--- src/rtl/adc_packetizer_64.sv ---
// Packs one multi-channel ADC sample per new_sample strobe into 64-bit AXI4-Stream words,
// framing each packet with a header word (sequence number, drop statistics) and tlast.
module adc_packetizer_64 #(
  parameter int N_CHAN          = 16,
  parameter int SAMPLES_PER_PKT = 32,
  parameter int SEQ_WIDTH       = 16
) (
  input  logic                  data_clk,
  input  logic                  dma_rstn,
  input  logic                  dma_ena,
  input  logic                  test_mode,
  input  logic                  new_sample,
  input  logic [N_CHAN*16-1:0]  adc_data,
  output logic [63:0]           m_axis_tdata,
  output logic [7:0]            m_axis_tkeep,
  output logic                  m_axis_tvalid,
  input  logic                  m_axis_tready,
  output logic                  m_axis_tlast,
  output logic [31:0]           pkt_count,
  output logic [15:0]           drop_count,
  output logic                  busy
);

  localparam int         WPS         = N_CHAN / 4;
  localparam int         CAP_W       = N_CHAN * 16;
  localparam logic [3:0]  LAST_WORD   = 4'(WPS - 1);
  localparam logic [11:0] LAST_SAMPLE = 12'(SAMPLES_PER_PKT - 1);

  typedef enum logic [1:0] {IDLE, HEADER, WAIT_SAMPLE, DATA} state_t;

  function automatic logic [63:0] word_of(input logic [CAP_W-1:0] cap, input logic [3:0] w);
    return cap[int'(w)*64 +: 64];
  endfunction

  function automatic logic [15:0] sat_inc16(input logic [15:0] v);
    return (v == 16'hFFFF) ? v : v + 16'd1;
  endfunction

  function automatic logic [14:0] sat_inc15(input logic [14:0] v);
    return (v == 15'h7FFF) ? v : v + 15'd1;
  endfunction

  state_t                 state_q, state_d;
  logic [11:0]            sidx_q, sidx_d;
  logic [3:0]             widx_q, widx_d;
  logic [SEQ_WIDTH-1:0]   seq_q, seq_d;
  logic                   ovf_q, ovf_d;
  logic [14:0]            drops_pkt_q, drops_pkt_d;
  logic [15:0]            drop_count_q, drop_count_d;
  logic [31:0]            pkt_count_q, pkt_count_d;
  logic [63:0]            tdata_q, tdata_d;
  logic                   tvalid_q, tvalid_d;
  logic                   tlast_q, tlast_d;
  logic                   busy_q, busy_d;
  logic [CAP_W-1:0]       cap_q, cap_d;
  logic [CAP_W-1:0]       pattern;
  logic                   hs, drop, last_sample;
  logic [3:0]             widx_nxt;

  always_comb begin
    pattern = '0;
    for (int c = 0; c < N_CHAN; c++) begin
      pattern[c*16 +: 16] = {sidx_q[9:0], 6'(c)};
    end
  end

  assign hs          = tvalid_q & m_axis_tready;
  assign drop        = new_sample & ((state_q == HEADER) | (state_q == DATA));
  assign last_sample = (sidx_q == LAST_SAMPLE);
  assign widx_nxt    = widx_q + 4'd1;

  always_comb begin
    state_d      = state_q;
    sidx_d       = sidx_q;
    widx_d       = widx_q;
    seq_d        = seq_q;
    ovf_d        = ovf_q;
    drops_pkt_d  = drops_pkt_q;
    drop_count_d = drop_count_q;
    pkt_count_d  = pkt_count_q;
    tdata_d      = tdata_q;
    tvalid_d     = tvalid_q;
    tlast_d      = tlast_q;
    cap_d        = cap_q;

    if (drop) begin
      drop_count_d = sat_inc16(drop_count_q);
      drops_pkt_d  = sat_inc15(drops_pkt_q);
      ovf_d        = 1'b1;
    end

    case (state_q)
      IDLE: begin
        sidx_d      = '0;
        widx_d      = '0;
        seq_d       = '0;
        ovf_d       = 1'b0;
        drops_pkt_d = '0;
        tvalid_d    = 1'b0;
        tlast_d     = 1'b0;
        if (dma_ena) state_d = HEADER;
      end
      HEADER: begin
        // First HEADER cycle loads the word; it is then held until accepted.
        if (!tvalid_q) begin
          tvalid_d = 1'b1;
          tlast_d  = 1'b0;
          tdata_d  = {16'hADC0, 16'(seq_q), ovf_q, drops_pkt_q, 16'(SAMPLES_PER_PKT)};
        end else if (hs) begin
          tvalid_d    = 1'b0;
          ovf_d       = drop;
          drops_pkt_d = drop ? 15'd1 : 15'd0;
          state_d     = WAIT_SAMPLE;
        end
      end
      WAIT_SAMPLE: begin
        tvalid_d = 1'b0;
        if (new_sample) begin
          cap_d    = test_mode ? pattern : adc_data;
          widx_d   = '0;
          tvalid_d = 1'b1;
          tdata_d  = word_of(cap_d, 4'd0);
          tlast_d  = (LAST_WORD == 4'd0) && last_sample;
          state_d  = DATA;
        end
      end
      DATA: begin
        if (hs) begin
          if (widx_q == LAST_WORD) begin
            tvalid_d = 1'b0;
            tlast_d  = 1'b0;
            if (last_sample) begin
              seq_d       = seq_q + SEQ_WIDTH'(1);
              sidx_d      = '0;
              pkt_count_d = pkt_count_q + 32'd1;
              state_d     = HEADER;
            end else begin
              sidx_d  = sidx_q + 12'd1;
              state_d = WAIT_SAMPLE;
            end
          end else begin
            widx_d  = widx_nxt;
            tdata_d = word_of(cap_q, widx_nxt);
            tlast_d = (widx_nxt == LAST_WORD) && last_sample;
          end
        end
      end
      default: state_d = IDLE;
    endcase

    if (!dma_ena) begin
      state_d      = IDLE;
      tvalid_d     = 1'b0;
      tlast_d      = 1'b0;
      drop_count_d = '0;
      pkt_count_d  = '0;
    end

    busy_d = (state_d != IDLE);
  end

  always_ff @(posedge data_clk or negedge dma_rstn) begin
    if (!dma_rstn) begin
      state_q      <= IDLE;
      sidx_q       <= '0;
      widx_q       <= '0;
      seq_q        <= '0;
      ovf_q        <= 1'b0;
      drops_pkt_q  <= '0;
      drop_count_q <= '0;
      pkt_count_q  <= '0;
      tdata_q      <= '0;
      tvalid_q     <= 1'b0;
      tlast_q      <= 1'b0;
      busy_q       <= 1'b0;
    end else begin
      state_q      <= state_d;
      sidx_q       <= sidx_d;
      widx_q       <= widx_d;
      seq_q        <= seq_d;
      ovf_q        <= ovf_d;
      drops_pkt_q  <= drops_pkt_d;
      drop_count_q <= drop_count_d;
      pkt_count_q  <= pkt_count_d;
      tdata_q      <= tdata_d;
      tvalid_q     <= tvalid_d;
      tlast_q      <= tlast_d;
      busy_q       <= busy_d;
    end
  end

  // Capture register is pure data and needs no reset.
  always_ff @(posedge data_clk) begin
    cap_q <= cap_d;
  end

  assign m_axis_tdata  = tdata_q;
  assign m_axis_tkeep  = 8'hFF;
  assign m_axis_tvalid = tvalid_q;
  assign m_axis_tlast  = tlast_q;
  assign pkt_count     = pkt_count_q;
  assign drop_count    = drop_count_q;
  assign busy          = busy_q;

endmodule

--- config.mk ---
export PLATFORM = sky130hd
export DESIGN_NAME = adc_packetizer_64
export DESIGN_NICKNAME = d
export VERILOG_FILES = /design/src/rtl/adc_packetizer_64.sv
export SDC_FILE = /design/constraint.sdc
export NUM_CORES = 1
export LEC_CHECK = 0
export CORE_MARGIN = 1
export CORE_UTILIZATION = 57
export CTS_CLUSTER_DIAMETER = 200
export DETAILED_ROUTE_END_ITERATION = 7
export PLACE_DENSITY = 0.86
export SYNTH_ARGS = -nofsm -noshare
export SYNTH_HDL_FRONTEND = slang
export SYNTH_SLANG_ARGS = --single-unit
--- constraint.sdc ---
create_clock -name data_clk -period 11.61 [get_ports data_clk]
set_input_delay 2.9025 -clock data_clk [delete_from_list [all_inputs] [get_ports data_clk]]
set_output_delay 2.9025 -clock data_clk [all_outputs]
set_load 0.01 [all_outputs]
==> key figures, run 1 <==
Synthesis
  – Area leader, netlist: edfxtp_1
  – Post-synth top area share: 36.4%
  – Asr flop ratio synth: 39.2%
  – Most common cell in the netlist: edfxtp_1
  – Synth Cell Area: 21100 sq um
  – Distinct cells, synth: 64
  – Commonest cells post-synth: edfxtp_1 (256), o21ai_0 (235), inv_1 (234)
  – Synth Instances: 1858
  – Syn. warnings: 0
  – Synth top area cells: edfxtp_1 (36%), dfrtp_1 (20%), mux4_2 (6.8%), o21ai_0 (5.6%), inv_1 (4.2%)
  – Avg Cell Area, Syn: 11.4 sq um
  – EDFF count, synth: 256
  – Yosys reg bits: 421
  – Seq/Total Area, Yosys: 56.0%
  – Ys flop type: edfxtp_1

Global route
  – Initial antenna violation count: 0
  – Vias in the first global route: 16.7k
  – Largest net degree at the start of global routing: 97
  – Total grt overflow: 0
  – GR Util All Layers: 32.6%
  – First-pass GRT wire length: 94.7 mm

Floorplanning
  – Die X: 194 microns
  – Die ar.: 37800 sq um
  – CORE AREA: 36500 sq um
  – IO Pins: 385
  – Initial core utilization: 57.8%
  – Chip height: 194 microns
  – # rows: 70

Detailed routing
  – Drt via density: 6.32
  – Routed wl met2: 29.4 mm
  – 1st-iter DRT viols: 2016
  – Remaining antenna violation count after routing: 0
  – Met3 WL: 5.65 mm
  – DRC viols: 0
  – M1 wire length: 23.4 mm
  – WL/cell: 23.1 microns
  – DRT Pass-1 Iters: 6
  – Final WL: 61.4 mm
  – Max layer used: met4
  – Vias: 16.8k

Worst setup path
  – Critical Path RT: 12.05 ns
  – Critical Path AT: 6.05 ns
  – Slowest cell on the critical path: nand3_4
  – CP Capture Type: flop
  – Cell Chain, Critical Path: clkdlybuf4s50_1 > nor2b_1 > a2111oi_4 > nand3_4 > o221ai_2
  – CP bufs+invs: 1
  – Worst Path Max Fanout: 57
  – Crit path kind: input port to flop
  – Worst path top cell family by delay: compound AO/OA/AOI/OAI gates
  – Critical path's largest stage delay: 0.98 ns
  – Setup crit start kind: input port

Power
  – Pwr per Cell Area: 123 nW/um^2
  – Final total power: 3.25 mW
  – Lkg Pwr: 10.2 nW
  – VDD IR max: 0.000105 V

Clock tree
  – Hold_buf cts: 0
  – Worst-skew pair later-pin latency: 0.56 ns
  – Sinks on Clock Net: 421
  – Clk pin slew, worst setup/hold paths: 0.06 ns
  – Post-cts resize count: 0
  – Clock buffer depth: 3
  – Max H-tree Level: 2
  – CTS root buf: clkbuf_16
  – CTS Buf Count: 44
  – CTS tree: built
  – Setup bufs post-CTS: 0

Timing
  – Max-slew violations: 0
  – Clk_skew: 0.0190 ns
  – Fmax achieved: 178 MHz
  – Setup TNS Final: 0 ns
  – Fin crit period: 5.60 ns
  – # setup viols final: 0
  – RSZ-0062 raised after global routing: no
  – Crit share post-route: 48.3%
  – Slew headroom: 13.8%
  – Final hold vios: 0
  – Worst-Margin Slew: 1.29 ns

Cells and area
  – # diodes: 0
  – Final net count: 2428
  – Layout cells sized above 1: 10.4%
  – Synthesis-to-layout area growth: 25.1%
  – Post-layout instance area: 26400 sq um

Outcome
  – Outcome: finished, final reports clean

Placement
  – HPWL after DPL: 40.1 mm
  – DP Area: 25000 sq um
  – Port bufs: 376
  – GP Congestion: 0.879

Job
  – Max Cap Violations: 0

Hold path
  – Hold Crit Class: flop to flop
layout make-up:
class                   count  area [sq um]
inverters                 234           878
repair buffers            389          3860
fillers                  2418         10100
well taps                 468           586
clock inverters            24           208
multi-input cells        1065          7870
clock buffers              58          1190
flip-flops and latches    421         11800
state kept, by name, indices dropped and copies added, names as in the netlist, 2 cells and up:
register      flops
cap_q           256
drop_count       16
drops_pkt_q      15
m_axis_tdata     64
pkt_count        32
seq_q            16
sidx_q           12
state_q           2
widx_q            4
where the power goes:
part           internal (mW)  switching [mW]
registers               1.60         0.00833
logic                  0.122           0.122
clock network          0.796           0.599
metrics by stage:
step                setup WS, ns  utilization (%)  hold slack [ns]  std cells
detailed placement          5.46             68.5            0.500       2577
global placement            5.61             68.5            0.475       2577
global route                5.87             72.3            0.526       2659
CTS                         6.05             72.3            0.504       2659
floorplan                   1.71                -            0.446       1865
finish                      6.01             72.3            0.508       2659
cell usage in the layout (no fill, tap or decap), types with 17 or more instances in the layout:
| cell type | synthesis | routed |
|---|---|---|
| clkbuf_16 | 0 | 45 |
| or2_2 | 34 | 34 |
| nor4_1 | 17 | 17 |
| inv_1 | 234 | 234 |
| o41ai_1 | 19 | 19 |
| o21ai_0 | 235 | 235 |
| a21oi_1 | 51 | 51 |
| o221ai_2 | 30 | 30 |
| nand4_1 | 29 | 29 |
| or4_1 | 18 | 18 |
| nor2b_1 | 69 | 69 |
| o221ai_1 | 28 | 28 |
| mux2i_1 | 32 | 32 |
| dfrtp_1 | 165 | 164 |
| edfxtp_1 | 256 | 256 |
| o31ai_1 | 21 | 21 |
| nor2_1 | 24 | 23 |
| a22oi_1 | 17 | 17 |
| nand2_1 | 107 | 107 |
| nand3_1 | 44 | 43 |
| nand2b_1 | 45 | 44 |
| and3_1 | 17 | 17 |
| mux4_2 | 64 | 64 |
| clkdlybuf4s50_1 | 0 | 373 |
cell families after synthesis:
logic type	after synthesis	synth area share, %
buffers and inverters	379	7.13
AOI/OAI and AO/OA	474	15.1
muxes	96	8.34
other	1	0.0178
DFF	421	56.0
adders and majority gates	11	0.652
and+or+nand+nor	476	12.8
final timing paths:
path	from	end	slack [ns]	depth (start not counted)
worst max-delay path	new_sample	m_axis_tdata[3]	6.01	5
worst min-delay path	seq_q[15]	seq_q[15]	0.51	1
worst max register to register	widx_q[0]	m_axis_tdata[56]	7.52	6
worst min register to register	seq_q[15]	seq_q[15]	0.51	1
max in group asynchronous	dma_rstn	m_axis_tdata[17]	7.47	2
min in group asynchronous	dma_rstn	drop_count[6]	2.40	1
metal layers:
layer,track usage (%),up-vias
li1,-,7398
met1,42.5,8263
met2,52.9,944
met3,6.30,210
met4,15.2,0
met5,0,-
No activity file was read; power rests on OpenSTA's default activity.
==> run 2, diff against run 1 <==
Settings changed: CORE_UTILIZATION 57 to 48, PLACE_DENSITY 0.86 to 0.77.
Clock period 11.61 ns to 5 ns, I/O delays scaled along.
==> key figures, run 2 (same netlist as run 1, synthesis figures left out) <==
Placement
  – Port bufs: 376 (unchanged)
  – Post-place setup slack: 0.841 ns (-4.62 ns)
  – GP Congestion: 0.842 (-4.2%)
  – DP Area: 25300 sq um (+1.0%)
  – Placed cell count: 2701 (+4.8%)
  – HPWL after DPL: 42.2 mm (+5.4%)

Worst setup path
  – CP bufs+invs: 2 (+1)
  – CP Capture Type: flop
  – Cell Chain, Critical Path: clkdlybuf4s50_1 > nor2b_1 > a2111oi_4 > nand2b_4 > buf_4 > o221ai_1
  – Crit path kind: input port to flop
  – Worst path top cell family by delay: buffers and inverters
  – Slowest cell on the critical path: a2111oi_4
  – Critical Path RT: 5.47 ns (-6.58 ns)
  – Worst Path Max Fanout: 42 (-26%)
  – Critical path's largest stage delay: 0.83 ns (-0.15 ns)
  – Critical Path AT: 4.07 ns (-1.98 ns)
  – Setup crit start kind: input port

Cells and area
  – Max reg flops: 256 (unchanged)
  – Commonest non-fill, non-tap cell in the layout: clkdlybuf4s50_1
  – # diodes: 0 (unchanged)
  – Post-layout instance area: 26700 sq um (+1.1%)
  – Fillers: 3322 (+37%)
  – Final net count: 2437 (+0.37%)
  – Commonest non-fill, non-tap cells in the layout: clkdlybuf4s50_1 (373), edfxtp_1 (256), o21ai_0 (235)
  – Layout Utilization: 61.7% (-11 points)
  – Layout cells sized above 1: 10.5% (+0.13 points)
  – Synthesis-to-layout area growth: 26.5%
  – Non-filler cells in the finished layout: 2786 (+4.8%)
  – Top reg by flops: cap_q

Timing
  – RSZ-0062 raised after global routing: no
  – Fin worst setup slack: 1.40 ns (-4.60 ns)
  – Crit share post-route: 71.9%
  – Setup TNS Final: 0 ns (unchanged)
  – Fmax achieved: 278 MHz
  – Slew headroom: 15.5% (+1.7 points)
  – # setup viols final: 0 (unchanged)
  – Final hold slack: 0.513 ns (+0.00527 ns)
  – Worst-Margin Slew: 1.27 ns (-0.0256 ns)
  – Max-slew violations: 0 (unchanged)
  – Final hold vios: 0 (unchanged)
  – Fin crit period: 3.60 ns
  – Clk_skew: 0.0158 ns (-0.00327 ns)

Global route
  – Total grt overflow: 0 (unchanged)
  – GR Util All Layers: 27.9% (-4.7 points)
  – Vias in the first global route: 16.4k (-1.5%)
  – Largest net degree at the start of global routing: 151 (+56%)
  – Initial antenna violation count: 2 (+2)
  – First-pass GRT wire length: 94.5 mm (-0.17%)

Detailed routing
  – 1st-iter DRT viols: 1576 (-22%)
  – DRC viols: 0 (unchanged)
  – DRT Pass-1 Iters: 7 (+1)
  – Vias: 16.6k (-1.4%)
  – Drt via density: 5.95 (-5.9%)
  – WL/cell: 22.5 microns (-2.4%)
  – Remaining antenna violation count after routing: 0 (unchanged)
  – Final WL: 62.7 mm (+2.2%)

Clock tree
  – Clk pin slew, worst setup/hold paths: 0.06 ns (about the same)
  – CTS tree: built
  – Hold_buf cts: 0 (unchanged)
  – Worst-skew pair later-pin latency: 0.58 ns (+0.02 ns)
  – CTS Buf Count: 46 (+4.5%)
  – Sinks on Clock Net: 421 (unchanged)
  – Clock buffer depth: 3 (unchanged)
  – Post-cts resize count: 0 (unchanged)
  – Setup bufs post-CTS: 0 (unchanged)
  – CTS root buf: clkbuf_16
  – Max H-tree Level: 2 (unchanged)

Power
  – VDD IR max: 0.000190 V (+80%)
  – Pwr per Cell Area: 285 nW/um^2 (+130%)
  – Lkg Pwr: 10.2 nW (+0.60%)
  – Final total power: 7.61 mW (+130%)

Floorplanning
  – IO Pins: 385 (unchanged)
  – Chip height: 212 microns (+8.9%)
  – Initial core utilization: 48.8% (-9.0 points)
  – Die ar.: 44800 sq um (+19%)
  – # rows: 76 (+8.6%)
  – CORE AREA: 43300 sq um (+18%)
  – Die X: 212 microns (+8.9%)

Hold path
  – Hold Crit Class: flop to flop

Outcome
  – Outcome: finished, final reports clean

Job
  – Max Cap Violations: 0 (unchanged)
-- run 2: changes by cell type in the layout (fill, tap and decap cells not counted), sizes merged --
cell,before,now
inv,237,236
clkinv,17,12
clkbuf,58,69
buf,16,23
bufinv,3,2
clkinvlp,1,0
-- run 2: path summary, 6_finish.rpt --
kind                            start                to  slack (ns)  cells past startpoint
max reg2reg                 widx_q[0]  m_axis_tdata[25]        1.65                      6
min                          seq_q[3]          seq_q[3]        0.51                      1
min reg2reg                  seq_q[3]          seq_q[3]        0.51                      1
min in group asynchronous    dma_rstn     drop_count[5]        0.71                      1
max                        new_sample  m_axis_tdata[25]        1.40                      6
max in group asynchronous    dma_rstn     pkt_count[20]        3.30                      2
-- run 2: power breakdown --
part	internal [mW]	switching (mW)
clock	1.90	1.41
combinational	0.286	0.281
sequential	3.71	0.0187
-- run 2: cell type report --
cell class,count,area [sq um],area share [%]
sequential,421,11800,44.3
multi-input combinational,1065,7870,29.5
timing repair buffer,396,3960,14.8
clock buffer,69,1300,4.86
inverter,234,878,3.29
tap,585,732,2.74
clock inverter,16,145,0.543
-- run 2: routing by layer --
layer,global-route usage [%],wire length (microns)
met2,44.4,29700
met3,6.07,5330
met4,13.4,2730
met5,0,16
met1,36.2,24900
==> run 3, diff against run 2 <==
Clock period 5 ns to 3.3 ns, I/O delays scaled along.
==> key figures, run 3 (same netlist as run 1, synthesis figures left out) <==
Outcome
  – Outcome: finished, final reports clean

Timing
  – Final hold vios: 0 (unchanged)
  – Slew headroom: 42.6% (+27 points)
  – Setup TNS Final: 0 ns (unchanged)
  – Max-slew violations: 0 (unchanged)
  – Final hold slack: 0.307 ns (-0.206 ns)
  – Fin crit period: 2.64 ns
  – RSZ-0062 raised after global routing: no
  – Fmax achieved: 378 MHz
  – Crit share post-route: 80.1%
  – # setup viols final: 0 (unchanged)
  – Clk_skew: 0.0216 ns (+0.00579 ns)
  – Worst-Margin Slew: 0.861 ns (-0.406 ns)

Floorplanning
  – Initial core utilization: 48.8% (unchanged)
  – Die ar.: 44800 sq um (unchanged)
  – Die X: 212 microns (unchanged)
  – # rows: 76 (unchanged)
  – CORE AREA: 43300 sq um (unchanged)
  – IO Pins: 385 (unchanged)
  – Chip height: 212 microns (unchanged)

Clock tree
  – Max H-tree Level: 2 (unchanged)
  – Clk pin slew, worst setup/hold paths: 0.06 ns (about the same)
  – CTS Buf Count: 46 (unchanged)
  – CTS tree: built
  – Post-cts resize count: 0 (unchanged)
  – CTS root buf: clkbuf_16
  – Hold_buf cts: 0 (unchanged)
  – Setup bufs post-CTS: 0 (unchanged)
  – Sinks on Clock Net: 421 (unchanged)
  – Worst-skew pair later-pin latency: 0.58 ns (about the same)
  – Clock buffer depth: 3 (unchanged)

Power
  – Pwr per Cell Area: 440 nW/um^2 (+54%)
  – Lkg Pwr: 10.4 nW (+1.8%)
  – VDD IR max: 0.000339 V (+78%)

Worst setup path
  – Worst Path Max Fanout: 65 (+55%)
  – CP Capture Type: flop
  – Critical path's largest stage delay: 0.58 ns (-0.25 ns)
  – Critical Path AT: 3.11 ns (-0.96 ns)
  – Cell Chain, Critical Path: ha_1 > nor3b_4 > and2_2 > buf_4 > o21ai_0 > o311ai_1
  – Slowest cell on the critical path: buf_4
  – Critical Path RT: 3.76 ns (-1.71 ns)
  – Crit path kind: flop to flop
  – Setup crit start kind: flop

Job
  – Max Cap Violations: 0 (unchanged)

Cells and area
  – Commonest non-fill, non-tap cells in the layout: clkdlybuf4s50_1 (373), edfxtp_1 (256), o21ai_0 (235)
  – Layout cells sized above 1: 11.6% (+1.0 points)
  – Post-layout instance area: 27000 sq um (+1.3%)
  – Final net count: 2454 (+0.70%)
  – Commonest non-fill, non-tap cell in the layout: clkdlybuf4s50_1
  – Max reg flops: 256 (unchanged)
  – Top reg by flops: cap_q
  – Synthesis-to-layout area growth: 28.1%

Detailed routing
  – Final WL: 62.2 mm (-0.81%)
  – 1st-iter DRT viols: 1908 (+21%)
  – DRT Pass-1 Iters: 8 (+1)
  – Remaining antenna violation count after routing: 0 (unchanged)
  – WL/cell: 22.2 microns (-1.4%)
  – DRC viols: 0 (unchanged)
  – Vias: 16.7k (+1.0%)
  – Drt via density: 5.97 (+0.40%)

Placement
  – DP Area: 25500 sq um (+0.85%)
  – HPWL after DPL: 42.4 mm (+0.33%)
  – Port bufs: 376 (unchanged)
  – GP Congestion: 0.893 (+6.1%)

Global route
  – Initial antenna violation count: 5 (+3)
  – GR Util All Layers: 27.8% (-0.088 points)
  – First-pass GRT wire length: 94.8 mm (+0.31%)
  – Largest net degree at the start of global routing: 142 (-6.0%)
  – Total grt overflow: 0 (unchanged)
  – Vias in the first global route: 16.6k (+1.1%)

Hold path
  – Hold Crit Class: input port to asynchronous set/reset pin
run 3: layer usage:
layer | vias up | share of wire (%) | GRT usage (%)
met2 | 831 | 47 | 44.4
met4 | 4 | 4.3 | 13.1
met1 | 8302 | 39 | 36.3
met3 | 158 | 9.2 | 5.74
met5 | - | 0.040 | 0
li1 | 7452 | - | -
run 3: final cells by class:
cell class	instances	area (sq um)
diodes	1	2.50
clock buffers	72	1400
fillers	3301	16200
flip-flops and latches	421	11800
clock inverters	13	165
repair buffers	413	4180
multi-input cells	1065	7870
well taps	585	732
inverters	234	878
run 3: power breakdown:
| group | total [mW] | internal (mW) | switching (mW) |
|---|---|---|---|
| sequential | 5.66 | 5.63 | 0.0283 |
| clock | 5.36 | 3.23 | 2.13 |
| combinational | 0.877 | 0.446 | 0.431 |
| total | 11.9 | 9.31 | 2.59 |
run 3: final timing paths:
kind                       slack (ns)  cells after the start      start                to
min in group data_clk            0.50                      1  seq_q[15]         seq_q[15]
hold / removal                   0.31                      1   dma_rstn  m_axis_tdata[25]
setup reg to reg                 0.66                      6  widx_q[1]  m_axis_tdata[61]
hold reg to reg                  0.50                      1  seq_q[15]         seq_q[15]
setup / recovery                 0.66                      6  widx_q[1]  m_axis_tdata[61]
max in group asynchronous        2.14                      2   dma_rstn         widx_q[2]
run 3: worst max-delay path, delay by kind of cell, from the launching register on:
kind	cells	cell delay, ns
and+or+nand+nor	2	0.69
buffers and inverters	1	0.58
DFF	1	0.50
AOI/OAI and AO/OA	2	0.36
adders and majority gates	1	0.35
run 3: stage by stage:
stage               power [mW]  util [%]  instances  worst slack (ns)
floorplan                 6.08         -       1865            0.0662
global placement          6.61      58.9       2718             0.328
detailed placement        6.63      58.9       2718             0.238
CTS                       11.9      62.5       2803             0.713
global route              12.2      62.5       2804             0.527
finish                    11.9      62.5       2804             0.657
